[config.mk]
export PLATFORM = sky130hd
export DESIGN_NAME = inst_store
export DESIGN_NICKNAME = d
export VERILOG_FILES = /design/src/rtl/proc_pkg.sv /design/src/rtl/inst_mem.sv /design/src/rtl/inst_store.sv
export SDC_FILE = /design/constraint.sdc
export NUM_CORES = 1
export LEC_CHECK = 0
export ABC_CLOCK_PERIOD_IN_PS = 4800
export CORE_MARGIN = 2
export CORE_UTILIZATION = 43
export CTS_CLUSTER_SIZE = 40
export DETAILED_ROUTE_END_ITERATION = 7
export HOLD_SLACK_MARGIN = 0.15
export PLACE_DENSITY = 0.64
export REMOVE_ABC_BUFFERS = 1
export SLEW_MARGIN = 5
export SYNTH_ARGS = -nofsm -noshare
export SYNTH_HDL_FRONTEND = slang
export SYNTH_SLANG_ARGS = --single-unit
[constraint.sdc]
create_clock -name i_clk -period 4.8 [get_ports i_clk]
set_clock_uncertainty 0.05 [all_clocks]
set_input_delay 0.48 -clock i_clk [delete_from_list [all_inputs] [get_ports i_clk]]
set_output_delay 0.48 -clock i_clk [all_outputs]
set_load 0.005 [all_outputs]
[src/rtl/proc_pkg.sv]
// -----------------------------------------------------------------------------
// proc_pkg
// Constants and types shared by the processor and its instruction store.
//   DEPTH / ADDR_W / DATA_W : store geometry (DEPTH is a power of two)
//   state_t                 : instruction-store load FSM states
//   OP_NOP / NOP_WORD       : the opcode and full word decoded as "no operation"
// -----------------------------------------------------------------------------
package proc_pkg;

   localparam int DEPTH  = 8;
   localparam int ADDR_W = 3;
   localparam int DATA_W = 16;

   typedef enum logic [1:0] {
      IDLE = 2'd0,
      LOAD = 2'd1,
      RUN  = 2'd2
   } state_t;

   localparam logic [3:0]        OP_NOP   = 4'b0000;
   localparam logic [DATA_W-1:0] NOP_WORD = 16'h0000;

endpackage : proc_pkg

[src/rtl/inst_mem.sv]
// -----------------------------------------------------------------------------
// inst_mem
// DEPTH x DATA_W register array with a synchronous clear-all, one write port
// and one registered read port.
//   i_clk      : clock
//   i_clear    : clears every word and the read register on the next edge
//   i_wr_en    : write i_wr_data into word i_wr_addr
//   i_wr_addr  : write address
//   i_wr_data  : write data
//   i_rd_en    : update the read register this cycle (otherwise it holds)
//   i_rd_zero  : when reading, return NOP_WORD instead of the stored word
//   i_rd_addr  : read address
//   o_rd_data  : registered read data
// -----------------------------------------------------------------------------
module inst_mem
   import proc_pkg::*;
(
   input  logic              i_clk,
   input  logic              i_clear,
   input  logic              i_wr_en,
   input  logic [ADDR_W-1:0] i_wr_addr,
   input  logic [DATA_W-1:0] i_wr_data,
   input  logic              i_rd_en,
   input  logic              i_rd_zero,
   input  logic [ADDR_W-1:0] i_rd_addr,
   output logic [DATA_W-1:0] o_rd_data
);

   logic [DATA_W-1:0] r_mem [DEPTH];
   logic [DATA_W-1:0] r_rd_data;

   // NOTE: the array is built from flops rather than a RAM macro precisely
   // because every word must be cleared in a single cycle; that is what
   // makes resetting a memory legitimate here.
   always_ff @(posedge i_clk) begin
      if (i_clear) begin
         for (int i = 0; i < DEPTH; i++) begin
            r_mem[i] <= NOP_WORD;
         end
         r_rd_data <= NOP_WORD;
      end else begin
         if (i_wr_en) begin
            r_mem[i_wr_addr] <= i_wr_data;
         end
         if (i_rd_en) begin
            r_rd_data <= i_rd_zero ? NOP_WORD : r_mem[i_rd_addr];
         end
      end
   end

   assign o_rd_data = r_rd_data;

endmodule : inst_mem

[src/rtl/inst_store.sv]
// -----------------------------------------------------------------------------
// inst_store
// Loadable instruction store answering the processor's instruction fetch.
// A valid/ready port fills the store sequentially; unloaded slots and every
// fetch outside RUN return NOP_WORD.
//   i_clk          : clock, all state changes on the rising edge
//   i_rst          : synchronous active-high reset (priority over load start)
//   i_load_start   : pulse; clears the store and begins a new load
//   i_load_valid   : i_load_data is valid
//   i_load_data    : instruction word to append
//   o_load_ready   : store accepts a word this cycle (LOAD state)
//   i_load_end     : ends the load early; only looked at in LOAD
//   i_address      : fetch address
//   o_instruction  : registered fetch result, one cycle latency
//   o_loaded       : a program is present and fetches are live (RUN state)
//   o_load_count   : number of words currently stored, 0..DEPTH
// -----------------------------------------------------------------------------
module inst_store
   import proc_pkg::*;
(
   input  logic              i_clk,
   input  logic              i_rst,
   input  logic              i_load_start,
   input  logic              i_load_valid,
   input  logic [DATA_W-1:0] i_load_data,
   output logic              o_load_ready,
   input  logic              i_load_end,
   input  logic [ADDR_W-1:0] i_address,
   output logic [DATA_W-1:0] o_instruction,
   output logic              o_loaded,
   output logic [ADDR_W:0]   o_load_count
);

   localparam logic [ADDR_W:0] LAST_COUNT = (ADDR_W+1)'(DEPTH - 1);

   state_t            r_state;
   state_t            w_next_state;
   logic [ADDR_W-1:0] r_wr_ptr;
   logic [ADDR_W:0]   r_load_count;

   logic w_load_ready;
   logic w_accept;
   logic w_in_range;
   logic w_clear;

   assign w_load_ready = (r_state == LOAD);

   // A load start in the same cycle as an accept discards the word.
   assign w_accept = i_load_valid & w_load_ready & ~i_load_start;

   // Unsigned compare with the fetch address zero-extended to the count width.
   assign w_in_range = ({1'b0, i_address} < r_load_count);

   assign w_clear = i_rst | i_load_start;

   // NOTE: every signal assigned in always_comb gets a default on the first
   // line, so no path leaves it unassigned and no latch is inferred.
   always_comb begin
      w_next_state = r_state;
      if (i_load_start) begin
         w_next_state = LOAD;
      end else begin
         case (r_state)
            IDLE: w_next_state = IDLE;
            LOAD: begin
               if (w_accept && (r_load_count == LAST_COUNT)) begin
                  w_next_state = RUN;
               end else if (i_load_end) begin
                  // An early end with nothing stored means an empty program.
                  w_next_state = (w_accept || (r_load_count != '0)) ? RUN : IDLE;
               end
            end
            RUN:     w_next_state = RUN;
            default: w_next_state = IDLE;
         endcase
      end
   end

   // NOTE: sequential state uses non-blocking assignments so all registers
   // update together from values sampled before the edge.
   always_ff @(posedge i_clk) begin
      if (i_rst) begin
         r_state      <= IDLE;
         r_wr_ptr     <= '0;
         r_load_count <= '0;
      end else begin
         r_state <= w_next_state;
         if (i_load_start) begin
            r_wr_ptr     <= '0;
            r_load_count <= '0;
         end else if (w_accept) begin
            // The FSM leaves LOAD on the DEPTH-th accept, so the pointer
            // rolling to zero at that point is never used for a write.
            r_wr_ptr     <= r_wr_ptr + 1'b1;
            r_load_count <= r_load_count + 1'b1;
         end
      end
   end

   // The read register is only updated in RUN. IDLE and LOAD are entered
   // solely through reset or a clear (or LOAD->IDLE with nothing stored),
   // all of which leave it at NOP_WORD.
   inst_mem u_inst_mem (
      .i_clk     (i_clk),
      .i_clear   (w_clear),
      .i_wr_en   (w_accept),
      .i_wr_addr (r_wr_ptr),
      .i_wr_data (i_load_data),
      .i_rd_en   (r_state == RUN),
      .i_rd_zero (~w_in_range),
      .i_rd_addr (i_address),
      .o_rd_data (o_instruction)
   );

   assign o_load_ready = w_load_ready;
   assign o_loaded     = (r_state == RUN);
   assign o_load_count = r_load_count;

endmodule : inst_store
* Word level (Yosys, flattened, before mapping) *
Memory sizes are Yosys's and may differ from the RTL's.
Cells that the tools add are included.

word-level totals
  register bits after elaboration = 25
  RAM bits = 128
  output and inout port bits = 22
  memories = 1

memory list
  name              words  width  rd ports  clocked after memory_dff  wr ports  RTL line        RTL
  u_inst_mem.r_mem  8      16     1         0                         8         inst_mem.sv:29  logic [DATA_W-1:0] r_mem [DEPTH];

operators by class
  eq/ne operators = 5
  muxes and demuxes = 14
  add/subtract/negate cells = 2
  order comparisons = 1
  bitwise logic cells = 4
  reductions and logical operators = 5

operators by type and width
  operator                                                               count
  16-bit 2-to-1 mux                                                      2
  16-bit OR reduction                                                    1
  1-bit 2-to-1 mux                                                       7
  2-bit 2-to-1 mux                                                       3
  4-bit by 1-bit adder with 4-bit output, second input constant          1
  4-bit by 3-bit equality test with 1-bit output, second input constant  1
  3-bit by 4-bit < comparator with 1-bit output                          1
  4-bit by 3-bit != test with 1-bit output, second input constant        1
  2-bit case mux with 2 select lines                                     1
  4-bit nonzero test                                                     1
  3-bit by 1-bit adder with 3-bit output, second input constant          1
  3-bit 2-to-1 mux                                                       1
  3-bit by 2-bit != test with 1-bit output, second input constant        1
  1-bit bitwise AND                                                      2
  2-bit by 1-bit equality test with 1-bit output, second input constant  1
  2-bit equality test, second input constant                             1
  2-bit OR reduction                                                     1
  1-bit logical AND                                                      1
  1-bit logical OR                                                       1
  1-bit NOT                                                              1
  1-bit bitwise OR                                                       1

* Depth between registers and ports, before layout *
Gate-level depths: netlist (run 1).

  depth in word-level cells = 9
  mapped depth = 8
  mapped depth without buffers = 6

* By module *
Synthesis (run 1) repeated with hierarchy kept, for this count alone.

second synthesis, totals
  cells, all modules = 506
  area total of the unflattened synthesis = 7021.7 µm²

modules (own cells, without submodules)
  module      area each (µm²)  instances  cells each  sequential area each (µm²)
  inst_mem    6496.2           1          448         4164.0
  inst_store  525.5            1          58          180.2

* Worst setup path before layout (run 1) *
Ideal clock, no wire load.

  kind = input to register
  start point = input i_load_start
  end point = memory u_inst_mem.r_mem[2][0] (enable)
  data arrival time = 2.541 ns
  path slack = 1.797 ns
  data required time = 4.339 ns
  stages = 5
  cells stage by stage = or2_1 -> buf_6 -> or3_1 -> buf_6 -> o21ai_0

RTL lines
  item                RTL line          RTL
  start: declaration  inst_store.sv:23  input logic i_load_start,
  end: declaration    inst_mem.sv:29

==> results of run 1 <==
==> critical path: stages <==
cell,delay (ns)
clkdlybuf4s50_1,0.44
or2_1,0.37
or3_1,0.60
nor3_4,0.54
nand2b_1,0.76
==> worst max path at each step <==
stage	slack, ns	endpoint	depth (start not counted)
detailed placement	1.16	u_inst_mem.r_mem[0][13]$_SDFFCE_PN0P_	5
global placement	1.27	u_inst_mem.r_mem[0][11]$_SDFFCE_PN0P_	5
global route	1.44	u_inst_mem.r_mem[0][7]$_SDFFCE_PN0P_	6
CTS	1.60	u_inst_mem.r_mem[0][8]$_SDFFCE_PN0P_	5
floorplan	1.73	u_inst_mem.r_mem[2][0]$_SDFFCE_PN0P_	3
finish	1.59	u_inst_mem.r_mem[0][8]$_SDFFCE_PN0P_	5
==> kinds of logic (layout without fill, tap and decap cells) <==
family	Yosys count	after routing
flip-flops	153	153
AO/OA/AOI/OAI	30	30
multiplexers	48	48
buffers and inverters	28	95
AND/OR/NAND/NOR	166	166
XOR/XNOR	5	5
adder cells (fa/ha/maj)	7	7
==> cells in the mapped netlist <==
| cell type | number |
|---|---|
| a211oi_1 | 2 |
| a21oi_1 | 3 |
| a22o_1 | 16 |
| a41oi_1 | 1 |
| and2_1 | 128 |
| and3b_1 | 1 |
| buf_2 | 4 |
| buf_6 | 3 |
| clkbuf_1 | 12 |
| clkbuf_2 | 3 |
| dfxtp_1 | 25 |
| edfxtp_1 | 128 |
| ha_1 | 7 |
| inv_1 | 6 |
| mux2_2 | 16 |
| mux4_2 | 32 |
| nand2_1 | 6 |
| nand2b_1 | 6 |
| nand3_1 | 4 |
| nand4_1 | 2 |
| nor2_1 | 12 |
| nor2_4 | 3 |
| nor3_1 | 1 |
| nor3_4 | 1 |
| o21ai_0 | 6 |
| o311a_1 | 1 |
| o41ai_1 | 1 |
| or2_1 | 1 |
| or3_1 | 1 |
| xnor2_1 | 3 |
| xor2_1 | 2 |
==> layout make-up <==
| class | instances | area share [%] |
|---|---|---|
| Clock buffer | 19 | 5.37 |
| Clock inverter | 13 | 2.20 |
| Multi-Input combinational cell | 256 | 28.3 |
| Inverter | 6 | 0.279 |
| Timing Repair Buffer | 57 | 6.64 |
| Sequential cell | 153 | 53.9 |
| Tap cell | 211 | 3.28 |
==> metal layers <==
metal / vias up / wire length [um] / track usage [%]
met5: - / 0 / 0
met4: 0 / 135 / 6.27
met3: 6 / 765 / 4.62
met2: 117 / 7540 / 30.5
met1: 1905 / 6860 / 28.3
li1: 1729 / - / -
==> stage by stage <==
stage	instance area, sq um	power [W]
2_1_floorplan	6640	0.00160
3_3_place_gp	7450	0.00168
3_5_place_dp	7450	0.00169
4_1_cts	8060	0.00306
5_1_grt	8060	0.00314
6_report	8060	0.00304
==> report_power, final <==
part,internal [W],switching (W),total [W]
sequential,0.00148,0.0000155,0.00150
combinational,0.0000744,0.0000864,0.000161
clock,0.000865,0.000517,0.00138
==> state kept, by name (all words and copies together), names as in the netlist <==
register,cells
r_wr_ptr,3
r_state,2
o_load_count,4
u_inst_mem.o_rd_data,16
u_inst_mem.r_mem,128
==> results.sh, run 1 <==
export IMPL_status="complete, no violations"
export IMPL_final_nets=522
export IMPL_max_slew_margin_pct=37.2
export IMPL_max_freq_mhz=312
export IMPL_avgSynthCellArea_sq_um=15.5
export IMPL_grt_max_degree=34
export IMPL_drt_vias_per_instance=5.25
export IMPL_syn_inst=437
export IMPL_dieArea_sq_um=16700
export IMPL_n_antenna_cell=0
export IMPL_period_share_pct=66.8
export IMPL_fin_util_pct=52.8
export IMPL_drive_above_1_share_pct=19.4
export IMPL_die_height_um=129
export IMPL_synth_xor_area_share_pct=0.648
export IMPL_cp_end_kind="flop"
export IMPL_synth_cell_area_sq_um=6760
export IMPL_ff2ff_path_depth=6
export IMPL_place_congestion=0.792
export IMPL_cp_required_ns=4.79
export IMPL_ys_types=31
export IMPL_post_cts_resized=0
export IMPL_arrival_ns=3.20
export IMPL_min_to="u_inst_mem.o_rd_data[3]$_SDFFE_PP0P_"
export IMPL_ys_seq_elements=153
export IMPL_area_delta_synth_final_pct=19.3
export IMPL_via_count=3757
export IMPL_path_max_fanout=17
export IMPL_dp_hpwl_um=9190
export IMPL_top_level_ports=46
export IMPL_cts_tree="done"
export IMPL_drt_iter0_markers=314
export IMPL_ant_nets=0
export IMPL_timing_rr_start="r_state[1]$_SDFFE_PP0P_"
export IMPL_fillCellCount=1277
export IMPL_rrSetupSlack_ns=1.62
export IMPL_p_leak_nw=3.01
export IMPL_ctsHoldBuffers=0
export IMPL_period_needed_ns=3.21
export IMPL_grt_ovfl_total=0
export IMPL_antenna_found_initial=0
export IMPL_regArea_sq_um=4340
export IMPL_htreeDepth=4
export IMPL_yosys_area_top_type="edfxtp_1"
export IMPL_io_buffers=45
export IMPL_finalHoldViolCount=0
export IMPL_die_x_um=129
export IMPL_start_kind="input pin"
export IMPL_ys_warn_count=0
export IMPL_cts_sinks=153
export IMPL_synth_top_family_by_area="simple AND/OR/NAND/NOR gates"
export IMPL_synthAdderAreaFrac_pct=1.30
export IMPL_wire_per_inst_um=21.4
export IMPL_whs_ns=0.430
export IMPL_final_cells=715
export IMPL_startpoint="i_load_start"
export IMPL_synthMuxAreaShare_pct=13.3
export IMPL_hold_depth=1
export IMPL_tightest_slew_ns=0.942
export IMPL_pre_cts_ws_ns=1.16
export IMPL_rows=45
export IMPL_totalNegativeSetupSlack_ns=0
export IMPL_cts_path_max_buffers=2
export IMPL_yosysTopAreaCellShare_pct=56.9
export IMPL_synth_compound_area_share_pct=3.37
export IMPL_hold_start="u_inst_mem.o_rd_data[3]$_SDFFE_PP0P_"
export IMPL_mostFrequentLayoutCells="and2_1 (128), edfxtp_1 (128), clkdlybuf4s50_1 (44)"
export IMPL_finalWorstSetupSlack_ns=1.59
export IMPL_multi_input_area_sq_um=2280
export IMPL_r2r_end="u_inst_mem.r_mem[0][8]$_SDFFCE_PN0P_"
export IMPL_grt_pass1_wl_um=23700
export IMPL_drt_total_wl_um=15300
export IMPL_numCtsBuffers=17
export IMPL_start_util_pct=44.3
export IMPL_synth_seq_area_share_pct=64.3
export IMPL_rsz0062_at_grt="no"
export IMPL_path_clk_slew_ns=0.06
export IMPL_drc=0
export IMPL_hold_path_class="reg2reg"
export IMPL_peakVddDrop_mv=0.271
export IMPL_max_cap_violations=0
export IMPL_setup_viol=0
export IMPL_core_area_sq_um=15300
export IMPL_cts_root_buf="clkbuf_16"
export IMPL_clk_latency_ns=0.42
export IMPL_grt_util_all_layers_pct=19.9
export IMPL_grt_pass1_vias=3973
export IMPL_synth_simple_area_share_pct=15.0
export IMPL_powerDensity_nw_per_um2=377
export IMPL_post_cts_repair_setup_buffers=0
export IMPL_synth_area_top_cells="edfxtp_1 (57%), and2_1 (12%), mux4_2 (11%)"
export IMPL_place_inst=683
export IMPL_slew_violations=0
export IMPL_dr_pass1_iters=5
export IMPL_path_class="in2reg"
(Power assumes the default switching activity.)
==> run 2: changes to the inputs <==
--- a/config.mk
+++ b/config.mk
@@ -5,7 +5,7 @@
 export SDC_FILE = /design/constraint.sdc
 export NUM_CORES = 1
 export LEC_CHECK = 0
-export ABC_CLOCK_PERIOD_IN_PS = 4800
+export ABC_CLOCK_PERIOD_IN_PS = 3300
 export CORE_MARGIN = 2
 export CORE_UTILIZATION = 43
 export CTS_CLUSTER_SIZE = 40
==> constraint.sdc (replaced) <==
create_clock -name i_clk -period 3.3 [get_ports i_clk]
set_clock_uncertainty 0.05 [all_clocks]
set_input_delay 0.33 -clock i_clk [delete_from_list [all_inputs] [get_ports i_clk]]
set_output_delay 0.33 -clock i_clk [all_outputs]
set_load 0.005 [all_outputs]
==> run 2 against run 1 <==
Against the previous run: design area up 0.31%; final cell count up 1.4%; largest cell class unchanged; critical endpoint is now u_inst_mem.r_mem[0][6]$_SDFFCE_PN0P_; flip-flop and latch count unchanged.
==> results.sh, run 2 (synthesis results as in run 1) <==
export IMPL_path_clk_slew_ns=0.06
export IMPL_period_share_pct=72.7
export IMPL_rrSetupSlack_ns=0.90
export IMPL_max_cap_violations=0
export IMPL_hold_path_class="reg2reg"
export IMPL_cts_root_buf="clkbuf_16"
export IMPL_period_needed_ns=2.40
export IMPL_core_area_sq_um=15300
export IMPL_rsz0062_at_grt="no"
export IMPL_cp_required_ns=3.36
export IMPL_dieArea_sq_um=16700
export IMPL_drc=0
export IMPL_cts_tree="done"
export IMPL_whs_ns=0.424
export IMPL_start_kind="flop"
export IMPL_arrival_ns=2.46
export IMPL_dr_pass1_iters=4
export IMPL_drt_total_wl_um=14900
export IMPL_grt_ovfl_total=0
export IMPL_die_x_um=129
export IMPL_totalNegativeSetupSlack_ns=0
export IMPL_grt_util_all_layers_pct=19.5
export IMPL_peakVddDrop_mv=0.362
export IMPL_n_antenna_cell=0
export IMPL_slowest_stage="or3_1"
export IMPL_max_freq_mhz=417
export IMPL_tightest_slew_ns=0.636
export IMPL_ant_nets=0
export IMPL_grt_pass1_wl_um=23200
export IMPL_worstPathCellList="inv_1 > ha_1 > nand2_1 > or3_1 > nor3_4 > nand2b_1 > buf_4"
export IMPL_finalHoldViolCount=0
export IMPL_via_count=3815
export IMPL_ctsHoldBuffers=0
export IMPL_die_height_um=129
export IMPL_cts_sinks=153
export IMPL_fin_util_pct=53.0
export IMPL_powerDensity_nw_per_um2=525
export IMPL_slew_violations=0
export IMPL_slowest_delay_ns=0.55
export IMPL_p_leak_nw=3.05
export IMPL_cp_end_kind="flop"
export IMPL_largest_register_ff_count=128
export IMPL_final_area_sq_um=8080
export IMPL_htreeDepth=4
export IMPL_grt_pass1_vias=4067
export IMPL_dp_hpwl_um=8870
export IMPL_numCtsBuffers=17
export IMPL_start_util_pct=44.3
export IMPL_ff2ff_path_depth=7
export IMPL_drt_iter0_markers=370
export IMPL_path_max_fanout=16
export IMPL_drt_vias_per_instance=5.26
export IMPL_drive_above_1_share_pct=19.3
export IMPL_status="complete, no violations"
export IMPL_post_cts_repair_setup_buffers=0
export IMPL_area_delta_synth_final_pct=19.7
export IMPL_max_slew_margin_pct=57.5
export IMPL_path_class="reg2reg"
export IMPL_multi_input_area_sq_um=2270
export IMPL_setup_viol=0
export IMPL_regMostFlops="u_inst_mem.r_mem"
export IMPL_cts_path_max_buffers=2
export IMPL_power_w=0.00424
export IMPL_top_level_ports=46
export IMPL_wire_per_inst_um=20.5
export IMPL_place_congestion=0.800
export IMPL_grt_max_degree=23
export IMPL_fillCellCount=1257
export IMPL_dpl_instance_area_sq_um=7540
export IMPL_clk_latency_ns=0.42
export IMPL_hold_depth=1
export IMPL_regArea_sq_um=4340
export IMPL_io_buffers=45
export IMPL_rows=45
export IMPL_antenna_found_initial=0
export IMPL_mostFrequentLayoutCells="and2_1 (128), edfxtp_1 (128), clkdlybuf4s50_1 (44)"
export IMPL_post_cts_resized=0
export IMPL_final_nets=532
## run 2: area by class of cell
type / count / share of cell area [%]
inverters: 6 / 0.279
clock buffers: 19 / 5.36
multi-input cells: 256 / 28.1
repair buffers: 67 / 7.86
well taps: 211 / 3.27
flip-flops and latches: 153 / 53.7
clock inverters: 13 / 1.36
## run 2: where the power goes
part | internal (W) | total [W] | switching (W)
logic | 0.000116 | 0.000244 | 0.000128
registers | 0.00215 | 0.00217 | 0.0000183
clock network | 0.00109 | 0.00183 | 0.000739
total | 0.00336 | 0.00424 | 0.000885
## run 2: path summary, 6_finish.rpt
path / endpoint / start
worst max-delay path: u_inst_mem.r_mem[0][6]$_SDFFCE_PN0P_ / r_state[1]$_SDFFE_PP0P_
worst min-delay path: u_inst_mem.o_rd_data[13]$_SDFFE_PP0P_ / u_inst_mem.o_rd_data[13]$_SDFFE_PP0P_
worst max register to register: u_inst_mem.r_mem[0][6]$_SDFFCE_PN0P_ / r_state[1]$_SDFFE_PP0P_
worst min register to register: u_inst_mem.o_rd_data[13]$_SDFFE_PP0P_ / u_inst_mem.o_rd_data[13]$_SDFFE_PP0P_
## run 2: metrics by stage
| stage | setup WS, ns | cells |
|---|---|---|
| CTS | 0.896 | 725 |
| global placement | 0.640 | 693 |
| floorplan | 0.298 | 415 |
| finish | 0.900 | 725 |
| detailed placement | 0.602 | 693 |
| global route | 0.737 | 725 |
## run 2: critical path, delay by kind of cell (launching register included)
family / cells / cell delay [ns]
adder cells (fa/ha/maj): 1 / 0.31
buffers and inverters: 2 / 0.31
flip-flops: 1 / 0.33
AND/OR/NAND/NOR: 4 / 1.09
## run 2: per-layer routing
metal | up-vias | wire length, um | global-route usage [%] | share of wire, %
li1 | 1747 | - | - | -
met1 | 1954 | 6500 | 25.9 | 44
met2 | 94 | 7240 | 31.9 | 49
met3 | 20 | 819 | 4.13 | 5.5
met4 | 0 | 330 | 6.91 | 2.2
met5 | - | 0 | 0 | 0
